File: config.mk
export PLATFORM = sky130hd
export DESIGN_NAME = payload_engine_ctrl
export DESIGN_NICKNAME = d
export VERILOG_FILES = /design/src/rtl/payload_engine_ctrl_pkg.sv /design/src/rtl/payload_report_reg.sv /design/src/rtl/payload_engine_ctrl.sv
export SDC_FILE = /design/constraint.sdc
export NUM_CORES = 1
export LEC_CHECK = 0
export ABC_CLOCK_PERIOD_IN_PS = 4100
export CAP_MARGIN = 20
export CORE_ASPECT_RATIO = 1.1
export CORE_MARGIN = 3
export CORE_UTILIZATION = 52
export DETAILED_ROUTE_END_ITERATION = 10
export HOLD_SLACK_MARGIN = 0.06
export PLACE_DENSITY = 0.9
export SYNTH_ARGS = -nofsm -noshare
export SYNTH_HDL_FRONTEND = slang
export SYNTH_HIERARCHICAL = 1
export SYNTH_SLANG_ARGS = --single-unit
File: constraint.sdc
create_clock -name clk -period 4.1 [get_ports clk]
set_input_delay 0.41 -clock clk [delete_from_list [all_inputs] [get_ports clk]]
set_output_delay 0.41 -clock clk [all_outputs]
set_load 0.03 [all_outputs]
File: src/rtl/payload_engine_ctrl_pkg.sv
// Shared types and default sizing for the payload engine controller and its
// report register.
package payload_engine_ctrl_pkg;

  localparam int NUM_ENGINES_DEF  = 16;
  localparam int DRAIN_CYCLES_DEF = 2;
  localparam int LEN_W_DEF        = 16;

  typedef logic [7:0] byte_t;

  typedef enum logic [2:0] {
    IDLE,
    CLEAR,
    SCAN,
    DRAIN,
    REPORT
  } state_t;

endpackage

File: src/rtl/payload_report_reg.sv
// Holds one match report and keeps it stable until the consumer accepts it.
module payload_report_reg
  import payload_engine_ctrl_pkg::*;
#(
  parameter int NUM_ENGINES = NUM_ENGINES_DEF,
  parameter int LEN_W       = LEN_W_DEF
) (
  input  logic                   clk,
  input  logic                   rst_n,
  input  logic                   capture_i,
  input  logic [NUM_ENGINES-1:0] match_i,
  input  logic [LEN_W-1:0]       len_i,
  input  logic                   m_ready_i,
  output logic                   m_valid_o,
  output logic [NUM_ENGINES-1:0] m_match_o,
  output logic                   m_any_o,
  output logic [LEN_W-1:0]       m_len_o
);

  logic                   valid_q, valid_d;
  logic [NUM_ENGINES-1:0] match_q, match_d;
  logic                   any_q, any_d;
  logic [LEN_W-1:0]       len_q, len_d;

  always_comb begin
    valid_d = valid_q;
    match_d = match_q;
    any_d   = any_q;
    len_d   = len_q;
    if (capture_i) begin
      valid_d = 1'b1;
      match_d = match_i;
      any_d   = |match_i;
      len_d   = len_i;
    end else if (valid_q && m_ready_i) begin
      valid_d = 1'b0;
    end
  end

  always_ff @(posedge clk) begin
    if (!rst_n) begin
      valid_q <= 1'b0;
      match_q <= '0;
      any_q   <= 1'b0;
      len_q   <= '0;
    end else begin
      valid_q <= valid_d;
      match_q <= match_d;
      any_q   <= any_d;
      len_q   <= len_d;
    end
  end

  assign m_valid_o = valid_q;
  assign m_match_o = match_q;
  assign m_any_o   = any_q;
  assign m_len_o   = len_q;

endmodule

File: src/rtl/payload_engine_ctrl.sv
// Sequences a bank of payload-matching engines: per-packet clear, byte strobes,
// pipeline drain, then one masked match report per packet.
module payload_engine_ctrl
  import payload_engine_ctrl_pkg::*;
#(
  parameter int NUM_ENGINES  = NUM_ENGINES_DEF,
  parameter int DRAIN_CYCLES = DRAIN_CYCLES_DEF,
  parameter int LEN_W        = LEN_W_DEF
) (
  input  logic                   clk,
  input  logic                   rst_n,
  input  logic                   s_valid,
  output logic                   s_ready,
  input  logic [7:0]             s_data,
  input  logic                   s_sop,
  input  logic                   s_eop,
  input  logic [NUM_ENGINES-1:0] cfg_mask,
  output logic                   eng_sod,
  output logic                   eng_en,
  output logic [7:0]             eng_byte,
  input  logic [NUM_ENGINES-1:0] eng_match,
  output logic                   m_valid,
  input  logic                   m_ready,
  output logic [NUM_ENGINES-1:0] m_match,
  output logic                   m_any,
  output logic [LEN_W-1:0]       m_len,
  output logic                   err_stray
);

  localparam int DW = $clog2(DRAIN_CYCLES + 2);

  state_t                 state_q, state_d;
  logic [NUM_ENGINES-1:0] mask_q, mask_d;
  logic [LEN_W-1:0]       len_q, len_d;
  logic [DW-1:0]          drain_q, drain_d;
  logic                   eng_sod_q, eng_sod_d;
  logic                   eng_en_q, eng_en_d;
  byte_t                  eng_byte_q, eng_byte_d;
  logic                   err_stray_q, err_stray_d;
  logic                   ready_c;
  logic                   capture;

  always_comb begin
    state_d     = state_q;
    mask_d      = mask_q;
    len_d       = len_q;
    drain_d     = drain_q;
    eng_sod_d   = 1'b0;
    eng_en_d    = 1'b0;
    eng_byte_d  = eng_byte_q;
    err_stray_d = 1'b0;
    ready_c     = 1'b0;
    capture     = 1'b0;
    case (state_q)
      IDLE: begin
        // Stray mid-packet bytes are swallowed; an SOP waits for the clear.
        ready_c     = s_valid & ~s_sop;
        err_stray_d = s_valid & ~s_sop;
        if (s_valid && s_sop) state_d = CLEAR;
      end
      CLEAR: begin
        eng_sod_d = 1'b1;
        mask_d    = cfg_mask;
        len_d     = '0;
        state_d   = SCAN;
      end
      SCAN: begin
        ready_c = 1'b1;
        if (s_valid) begin
          eng_en_d   = 1'b1;
          eng_byte_d = s_data;
          if (len_q != '1) len_d = len_q + LEN_W'(1);
          if (s_eop) begin
            state_d = DRAIN;
            drain_d = DW'(DRAIN_CYCLES);
          end
        end
      end
      DRAIN: begin
        // Wait for the decode stage and engine end-state register to settle.
        if (drain_q == '0) begin
          capture = 1'b1;
          state_d = REPORT;
        end else begin
          drain_d = drain_q - DW'(1);
        end
      end
      REPORT: begin
        if (m_valid && m_ready) state_d = IDLE;
      end
      default: state_d = IDLE;
    endcase
  end

  always_ff @(posedge clk) begin
    if (!rst_n) begin
      state_q     <= IDLE;
      mask_q      <= '0;
      len_q       <= '0;
      drain_q     <= '0;
      eng_sod_q   <= 1'b1;
      eng_en_q    <= 1'b0;
      eng_byte_q  <= '0;
      err_stray_q <= 1'b0;
    end else begin
      state_q     <= state_d;
      mask_q      <= mask_d;
      len_q       <= len_d;
      drain_q     <= drain_d;
      eng_sod_q   <= eng_sod_d;
      eng_en_q    <= eng_en_d;
      eng_byte_q  <= eng_byte_d;
      err_stray_q <= err_stray_d;
    end
  end

  // No byte is taken while reset is asserted, whatever state is held.
  assign s_ready   = rst_n & ready_c;
  assign eng_sod   = eng_sod_q;
  assign eng_en    = eng_en_q;
  assign eng_byte  = eng_byte_q;
  assign err_stray = err_stray_q;

  payload_report_reg #(
    .NUM_ENGINES(NUM_ENGINES),
    .LEN_W      (LEN_W)
  ) u_report (
    .clk      (clk),
    .rst_n    (rst_n),
    .capture_i(capture),
    .match_i  (eng_match & mask_q),
    .len_i    (len_q),
    .m_ready_i(m_ready),
    .m_valid_o(m_valid),
    .m_match_o(m_match),
    .m_any_o  (m_any),
    .m_len_o  (m_len)
  );

endmodule

==> PnR_summary.wiki, run 1 <==
{| class="wikitable"
! Metric !! Value
|-
| Clock latency at the later pin of the worst-skew pair || 0.35 ns
|-
| Hold violation total from the final report || 0
|-
| Placement Rows || 31
|-
| Top-level I/O count || 92
|-
| Count of final setup violators || 0
|-
| Final Critical Period || 3.103 ns
|-
| Commonest non-fill, non-tap cells in the layout || sky130_fd_sc_hd__clkdlybuf4s50_1, sky130_fd_sc_hd__dfxtp_1, sky130_fd_sc_hd__nand2_1
|-
| Post-Route Setup TNS || 0 ns
|-
| Total congestion overflow || 0
|-
| Worst Path Required || 3.69 ns
|-
| Top delay family on crit path || buffers and inverters
|-
| Post-synthesis sequential element count || 82
|-
| Slew at the pin closest to its max-slew limit || 0.8151 ns
|-
| Number of vias in the routed layout || 3173
|-
| CP most frequent cell || sky130_fd_sc_hd__clkdlybuf4s50_1
|-
| Leakage power of the design || 1.626 nW
|-
| Final cell count without fillers || 560
|-
| Clock-pin transition on the worst setup and hold timing paths || 0.08 ns
|-
| Period Utilization, post-route || 0.7569
|-
| All-Layer GR Usage || 0.2328
|-
| Crit path DAT || 2.69 ns
|-
| Max Clock Skew || 0.005758 ns
|-
| Post-CTS sizing || 0
|-
| Standard cell with the maximum stage delay on the critical path || sky130_fd_sc_hd__clkdlybuf4s50_1
|-
| Unique masters post-synth || 55
|-
| Worst hold slack || 0.4527 ns
|-
| Post-CTS Repair Setup Buffers || 0
|-
| Count of buffers from port buffering || 91
|-
| Met3 track demand over resource || 0.06079
|-
| Post-Synthesis Cell Area || 3586 µm²
|-
| CTS root buf || sky130_fd_sc_hd__clkbuf_8
|-
| Outcome || complete, no violations
|-
| Maximum fanout count along the critical path || 21
|-
| Antenna fix cells || 0
|-
| CTS buffer count || 9
|-
| Met1 layer usage reported by global route || 0.2677
|-
| Final RePlAce weighted congestion || 0.8814
|-
| Iteration count of the initial detailed-routing pass || 5
|-
| H-tree levels || 3
|-
| Per-cell routed wire length || 16.04 µm
|-
| Setup repair after global routing missed its margin || no
|-
| Worst IR drop on VDD || 205.5 µV
|-
| Share of async-settable or async-resettable flops after synthesis || 0
|-
| Most common cell after layout, fill and taps aside || sky130_fd_sc_hd__clkdlybuf4s50_1
|-
| Cell count after synthesis || 390
|-
| 1st-iter DRT viols || 221
|-
| Global-route wire length before repair || 14770 µm
|-
| Fmax achieved || 322.2 MHz
|-
| Crit-path max cell delay || 0.88 ns
|-
| CTS tree || yes
|-
| DRC viols || 0
|-
| Number of pins exceeding their max-slew limit in the final report || 0
|-
| Chip width || 85.18 µm
|-
| Relative slew margins || 0.4560
|-
| Antenna Nets Post-Route || 0
|-
| GR Util met2 || 0.3990
|-
| Clock sink count || 82
|-
| Die footprint || 7929 µm²
|-
| Number of buffers and inverters on the critical path || 2
|-
| Most Crowded Layer GR || met2
|-
| Number of vias per cell after detailed routing || 5.666
|-
| Post-cts hold buffer count || 0
|-
| Initial Utilization || 0.5407
|-
| Detailed-placement wirelength estimate || 6237 µm
|-
| Fin nets || 521
|-
| Area Overhead vs Synth || 31.58%
|-
| Vias in the first global route || 3165
|-
| Utilization of the core after routing || 0.7114
|-
| Number of placed instances, taps included || 544
|-
| Routed Wire Length || 8980 µm
|-
| Core box area || 6633 µm²
|-
| Post-synth net total || 438
|-
| Critical path class || in2out
|-
| Critical Path Source Type || primary input
|-
| Cell-by-cell trace of the critical path || clkdlybuf4s50_1 > nand2b_1 > nor4_1 > or2_2 > clkdlybuf4s50_1
|-
| Synth warnings || 6
|-
| Filler Cells Inserted || 486
|-
| Initial antenna violation count || 0
|-
| Cell area power density || 328.3 nW/µm²
|-
| Type of the worst min-delay path || reg2reg
|-
| Buffer depth of the longest clock path || 2
|-
| Vertical die dimension || 93.10 µm
|-
| Top_reg_cell synth || sky130_fd_sc_hd__dfxtp_1
|-
| Mean area per synthesized cell || 9.195 µm²
|-
| Sequential share of the synthesized area || 0.4578
|-
| Critical path capture point type || primary output
|-
| Fraction of layout cells with a size suffix above 1 || 0.07322
|-
| Count of flip-flops with a built-in enable after synthesis || 0
|-
| MaxCap Viol Count || 0
|-
| Pin count of the biggest net entering global routing || 30
|}
==> where the power goes <==
| group | total, mW | internal, mW | leakage (nW) | switching, mW |
|---|---|---|---|---|
| logic | 0.134 | 0.0715 | 0.865 | 0.0624 |
| registers | 0.816 | 0.807 | 0.662 | 0.00884 |
| clock network | 0.599 | 0.314 | 0.0986 | 0.286 |
| total | 1.55 | 1.19 | 1.63 | 0.357 |
==> per-layer routing <==
layer | wire (µm) | up-vias
met1 | 3582 | 1488
met2 | 4518 | 118
met3 | 631 | 24
li1 | - | 1543
met5 | 0 | -
met4 | 247 | 0
==> per-stage QoR <==
| stage | cell area (µm²) | power, mW | worst slack [ns] |
|---|---|---|---|
| 2_1_floorplan | 3586 | 0.8993 | 2.360 |
| 3_3_place_gp | 4513 | 0.9636 | 1.171 |
| 3_5_place_dp | 4513 | 0.9674 | 1.112 |
| 4_1_cts | 4718 | 1.559 | 0.9915 |
| 5_1_grt | 4718 | 1.606 | 0.8175 |
| 6_report | 4718 | 1.549 | 0.9967 |
==> registers in the layout, summed over array words and instances (netlist names) <==
signal	cells
u_report/m_valid_o	1
eng_byte	8
len_q	16
mask_q	16
u_report/m_len_o	16
eng_sod	1
eng_en	1
err_stray	1
drain_q	2
state_q	3
u_report/m_match_o	16
u_report/m_any_o	1
==> Yosys cell counts (2+ instances only) <==
master                      count  share of area
sky130_fd_sc_hd__nor4_1         5         0.0087
sky130_fd_sc_hd__nor2b_1       35          0.061
sky130_fd_sc_hd__or3b_1         2         0.0049
sky130_fd_sc_hd__nand4_1        6          0.010
sky130_fd_sc_hd__nor3_1         3         0.0042
sky130_fd_sc_hd__nand3_1        7         0.0098
sky130_fd_sc_hd__o211ai_1       5          0.010
sky130_fd_sc_hd__clkbuf_1       8         0.0084
sky130_fd_sc_hd__inv_1          7         0.0073
sky130_fd_sc_hd__o21ai_0        4         0.0056
sky130_fd_sc_hd__or3_1          3         0.0052
sky130_fd_sc_hd__nor2_1         5         0.0052
sky130_fd_sc_hd__a21oi_1       35          0.049
sky130_fd_sc_hd__a211oi_1       2         0.0042
sky130_fd_sc_hd__buf_4          6          0.013
sky130_fd_sc_hd__a31o_2         3         0.0073
sky130_fd_sc_hd__o221a_2        4          0.013
sky130_fd_sc_hd__dfxtp_1       82           0.46
sky130_fd_sc_hd__ha_1           2         0.0070
sky130_fd_sc_hd__nand2_1       60          0.063
sky130_fd_sc_hd__a211o_1        3         0.0073
sky130_fd_sc_hd__a31oi_1        3         0.0052
sky130_fd_sc_hd__nand2b_1       2         0.0035
sky130_fd_sc_hd__mux2i_1       32          0.089
sky130_fd_sc_hd__buf_2          6         0.0084
sky130_fd_sc_hd__and4_1         3         0.0073
sky130_fd_sc_hd__buf_1          2         0.0021
sky130_fd_sc_hd__and2_1        19          0.033
sky130_fd_sc_hd__a2111oi_0      2         0.0049
sky130_fd_sc_hd__and3_1         9          0.016
==> cell families (layout without fill, tap and decap cells) <==
logic type	count (synthesis)	in the layout	share of synthesized area
and+or+nand+nor	170	170	0.2652
adders and majority gates	2	2	0.006977
muxes	33	33	0.09246
AOI/OAI and AO/OA	73	73	0.1357
buffers and inverters	30	118	0.04187
DFF	82	82	0.4578
==> path summary, 6_finish.rpt <==
path | cells after the start | end | startpoint | slack, ns
hold / removal | 2 | mask_q[7] | mask_q[7] | 0.45
hold reg to reg | 2 | mask_q[7] | mask_q[7] | 0.45
setup reg to reg | 5 | u_report/m_match_o[7] | state_q[1] | 1.65
setup / recovery | 5 | s_ready | rst_n | 1.0
==> worst reg2reg max path: stages (launching register included) <==
cell,delay (ns)
sky130_fd_sc_hd__dfxtp_1,0.60
sky130_fd_sc_hd__nor2b_1,0.36
sky130_fd_sc_hd__and3_2,0.60
sky130_fd_sc_hd__buf_4,0.41
sky130_fd_sc_hd__mux2i_1,0.29
sky130_fd_sc_hd__nor2b_1,0.09
==> layout make-up <==
type	count	area, µm²	area share
clock inverters	4	50.05	0.01061
flip-flops and latches	82	1642	0.3479
multi-input cells	278	1802	0.3819
repair buffers	95	940.9	0.1994
clock buffers	12	155.1	0.03288
inverters	7	26.28	0.005569
well taps	82	102.6	0.02174
(Power assumes the default switching activity.)
==> run 2: changes to the inputs <==
--- a/config.mk
+++ b/config.mk
@@ -5,14 +5,14 @@
 export SDC_FILE = /design/constraint.sdc
 export NUM_CORES = 1
 export LEC_CHECK = 0
-export ABC_CLOCK_PERIOD_IN_PS = 4100
+export ABC_CLOCK_PERIOD_IN_PS = 2850
 export CAP_MARGIN = 20
 export CORE_ASPECT_RATIO = 1.1
 export CORE_MARGIN = 3
-export CORE_UTILIZATION = 52
+export CORE_UTILIZATION = 44
 export DETAILED_ROUTE_END_ITERATION = 10
 export HOLD_SLACK_MARGIN = 0.06
-export PLACE_DENSITY = 0.9
+export PLACE_DENSITY = 0.82
 export SYNTH_ARGS = -nofsm -noshare
 export SYNTH_HDL_FRONTEND = slang
 export SYNTH_HIERARCHICAL = 1
==> constraint.sdc (replaced) <==
create_clock -name clk -period 2.85 [get_ports clk]
set_input_delay 0.285 -clock clk [delete_from_list [all_inputs] [get_ports clk]]
set_output_delay 0.285 -clock clk [all_outputs]
set_load 0.03 [all_outputs]
==> run 2 against run 1 <==
Against the previous run: non-clock buffer count rose by 4; routed wire length decreased by 2.3%; highest routed layer unchanged; clock power rose by 55%; flip-flop and latch count unchanged; utilization is 8.6 points lower; global-route usage decreased by 3.7 points.
==> PnR_summary.wiki, run 2 (synthesis gave the netlist of run 1 again) <==
{| class="wikitable"
! Metric !! Value
|-
| Outcome || complete, no violations
|-
| Period Utilization, post-route || 0.7764
|-
| Hold violation total from the final report || 0
|-
| Crit path DAT || 2.45 ns
|-
| Clock-pin transition on the worst setup and hold timing paths || 0.09 ns
|-
| Post-cts hold buffer count || 0
|-
| Clock sink count || 82
|-
| Clock latency at the later pin of the worst-skew pair || 0.35 ns
|-
| Antenna fix cells || 0
|-
| Global-route wire length before repair || 14570 µm
|-
| Die footprint || 9271 µm²
|-
| Number of pins exceeding their max-slew limit in the final report || 0
|-
| DRC viols || 0
|-
| Leakage power of the design || 1.660 nW
|-
| Total power || 2.297 mW
|-
| Area after detailed placement || 4578 µm²
|-
| Met3 track demand over resource || 0.03286
|-
| Post-CTS sizing || 0
|-
| Count of final setup violators || 0
|-
| Final RePlAce weighted congestion || 0.9154
|-
| Post-Route Setup TNS || 0 ns
|-
| Post-route design area || 4805 µm²
|-
| Count of buffers from port buffering || 91
|-
| Filler Cells Inserted || 662
|-
| Fraction of layout cells with a size suffix above 1 || 0.08506
|-
| Max Clock Skew || 0.007541 ns
|-
| Final Critical Period || 2.213 ns
|-
| Chip width || 92.08 µm
|-
| CTS root buf || sky130_fd_sc_hd__clkbuf_8
|-
| Number of vias per cell after detailed routing || 5.267
|-
| Type of the worst min-delay path || reg2reg
|-
| All-Layer GR Usage || 0.1959
|-
| Worst Path Required || 3.09 ns
|-
| Commonest non-fill, non-tap cells in the layout || sky130_fd_sc_hd__clkdlybuf4s50_1, sky130_fd_sc_hd__dfxtp_1, sky130_fd_sc_hd__nand2_1
|-
| Placement Rows || 33
|-
| 1st-iter DRT viols || 104
|-
| Relative slew margins || 0.5339
|-
| Most common cell after layout, fill and taps aside || sky130_fd_sc_hd__clkdlybuf4s50_1
|-
| Setup repair after global routing missed its margin || no
|-
| Initial antenna violation count || 0
|-
| Detailed-placement wirelength estimate || 6427 µm
|-
| Top-level I/O count || 92
|-
| H-tree levels || 3
|-
| Most Crowded Layer GR || met2
|-
| Fmax achieved || 451.9 MHz
|-
| Maximum fanout count along the critical path || 17
|-
| MaxCap Viol Count || 0
|-
| Routed Wire Length || 8770 µm
|-
| CTS buffer count || 9
|-
| Antenna Nets Post-Route || 0
|-
| Critical path class || reg2reg
|-
| Vias in the first global route || 3035
|-
| Critical path capture point type || register
|-
| Number of vias in the routed layout || 3092
|-
| Slack of the worst reg-to-reg path || 0.64 ns
|-
| Pin count of the biggest net entering global routing || 30
|-
| Total congestion overflow || 0
|-
| Area Overhead vs Synth || 33.98%
|-
| Slew at the pin closest to its max-slew limit || 0.6991 ns
|-
| Critical Path Source Type || register
|-
| Met1 layer usage reported by global route || 0.2418
|-
| Buffer depth of the longest clock path || 2
|-
| Cell area power density || 478.1 nW/µm²
|-
| Per-cell routed wire length || 14.94 µm
|-
| Iteration count of the initial detailed-routing pass || 4
|-
| Vertical die dimension || 100.7 µm
|-
| Worst IR drop on VDD || 252.9 µV
|-
| GR Util met2 || 0.3348
|-
| Core box area || 7680 µm²
|-
| CTS tree || yes
|-
| Initial Utilization || 0.4669
|-
| Fin nets || 525
|-
| Post-CTS Repair Setup Buffers || 0
|}
[run 2: cell types whose count changed in the layout (fill, tap and decap cells not counted)]
cell / change
sky130_fd_sc_hd__clkdlybuf4s50_1: -1
sky130_fd_sc_hd__bufinv_16: +1
sky130_fd_sc_hd__nor4bb_4: +1
sky130_fd_sc_hd__nor4bb_2: -1
sky130_fd_sc_hd__clkinv_4: +3
sky130_fd_sc_hd__clkbuf_1: -1
sky130_fd_sc_hd__buf_4: +5
sky130_fd_sc_hd__inv_6: +1
sky130_fd_sc_hd__clkinvlp_4: -1
sky130_fd_sc_hd__clkbuf_8: -2
sky130_fd_sc_hd__clkinv_2: -1
[run 2: critical path: stages, from the launching register on]
cell and delay (ns):
sky130_fd_sc_hd__dfxtp_1 0.58, sky130_fd_sc_hd__nor2b_1 0.36, sky130_fd_sc_hd__and3_2 0.45, sky130_fd_sc_hd__buf_4 0.35, sky130_fd_sc_hd__mux2i_1 0.28, sky130_fd_sc_hd__nor2b_1 0.08
[run 2: path summary, 6_finish.rpt]
kind	from	cells past startpoint	to
setup reg to reg	state_q[1]	5	u_report/m_match_o[11]
setup / recovery	state_q[1]	5	u_report/m_match_o[11]
hold reg to reg	mask_q[9]	2	mask_q[9]
hold / removal	mask_q[9]	2	mask_q[9]
[run 2: through the flow]
stage / instances / hold WS (ns) / setup slack [ns] / util
2_1_floorplan: 390 / 0.3713 / 1.110 / -
3_3_place_gp: 571 / 0.4381 / 0.7092 / 0.5961
3_5_place_dp: 571 / 0.4437 / 0.6427 / 0.5961
4_1_cts: 587 / 0.4551 / 0.6259 / 0.6256
5_1_grt: 587 / 0.4724 / 0.4858 / 0.6256
6_report: 587 / 0.4526 / 0.6374 / 0.6256
[run 2: final cells by class]
| type | instances | area, µm² | share of cell area |
|---|---|---|---|
| Clock buffer | 9 | 123.9 | 0.02578 |
| Clock inverter | 7 | 102.6 | 0.02135 |
| Inverter | 7 | 26.28 | 0.005469 |
| Multi-Input combinational cell | 278 | 1810 | 0.3768 |
| Sequential cell | 82 | 1642 | 0.3417 |
| Tap cell | 105 | 131.4 | 0.02734 |
| Timing Repair Buffer | 99 | 968.4 | 0.2016 |
[run 2: layer usage]
layer / part of all wire / vias to the layer above
li1: - / 1546
met1: 0.45 / 1451
met2: 0.50 / 81
met3: 0.037 / 14
met4: 0.018 / 0
met5: 0 / -
[run 2: report_power, final]
part / total, mW / switching (mW) / internal (mW) / leakage, nW
registers: 1.17 / 0.0127 / 1.16 / 0.662
clock network: 0.928 / 0.427 / 0.501 / 0.110
logic: 0.196 / 0.0903 / 0.106 / 0.888
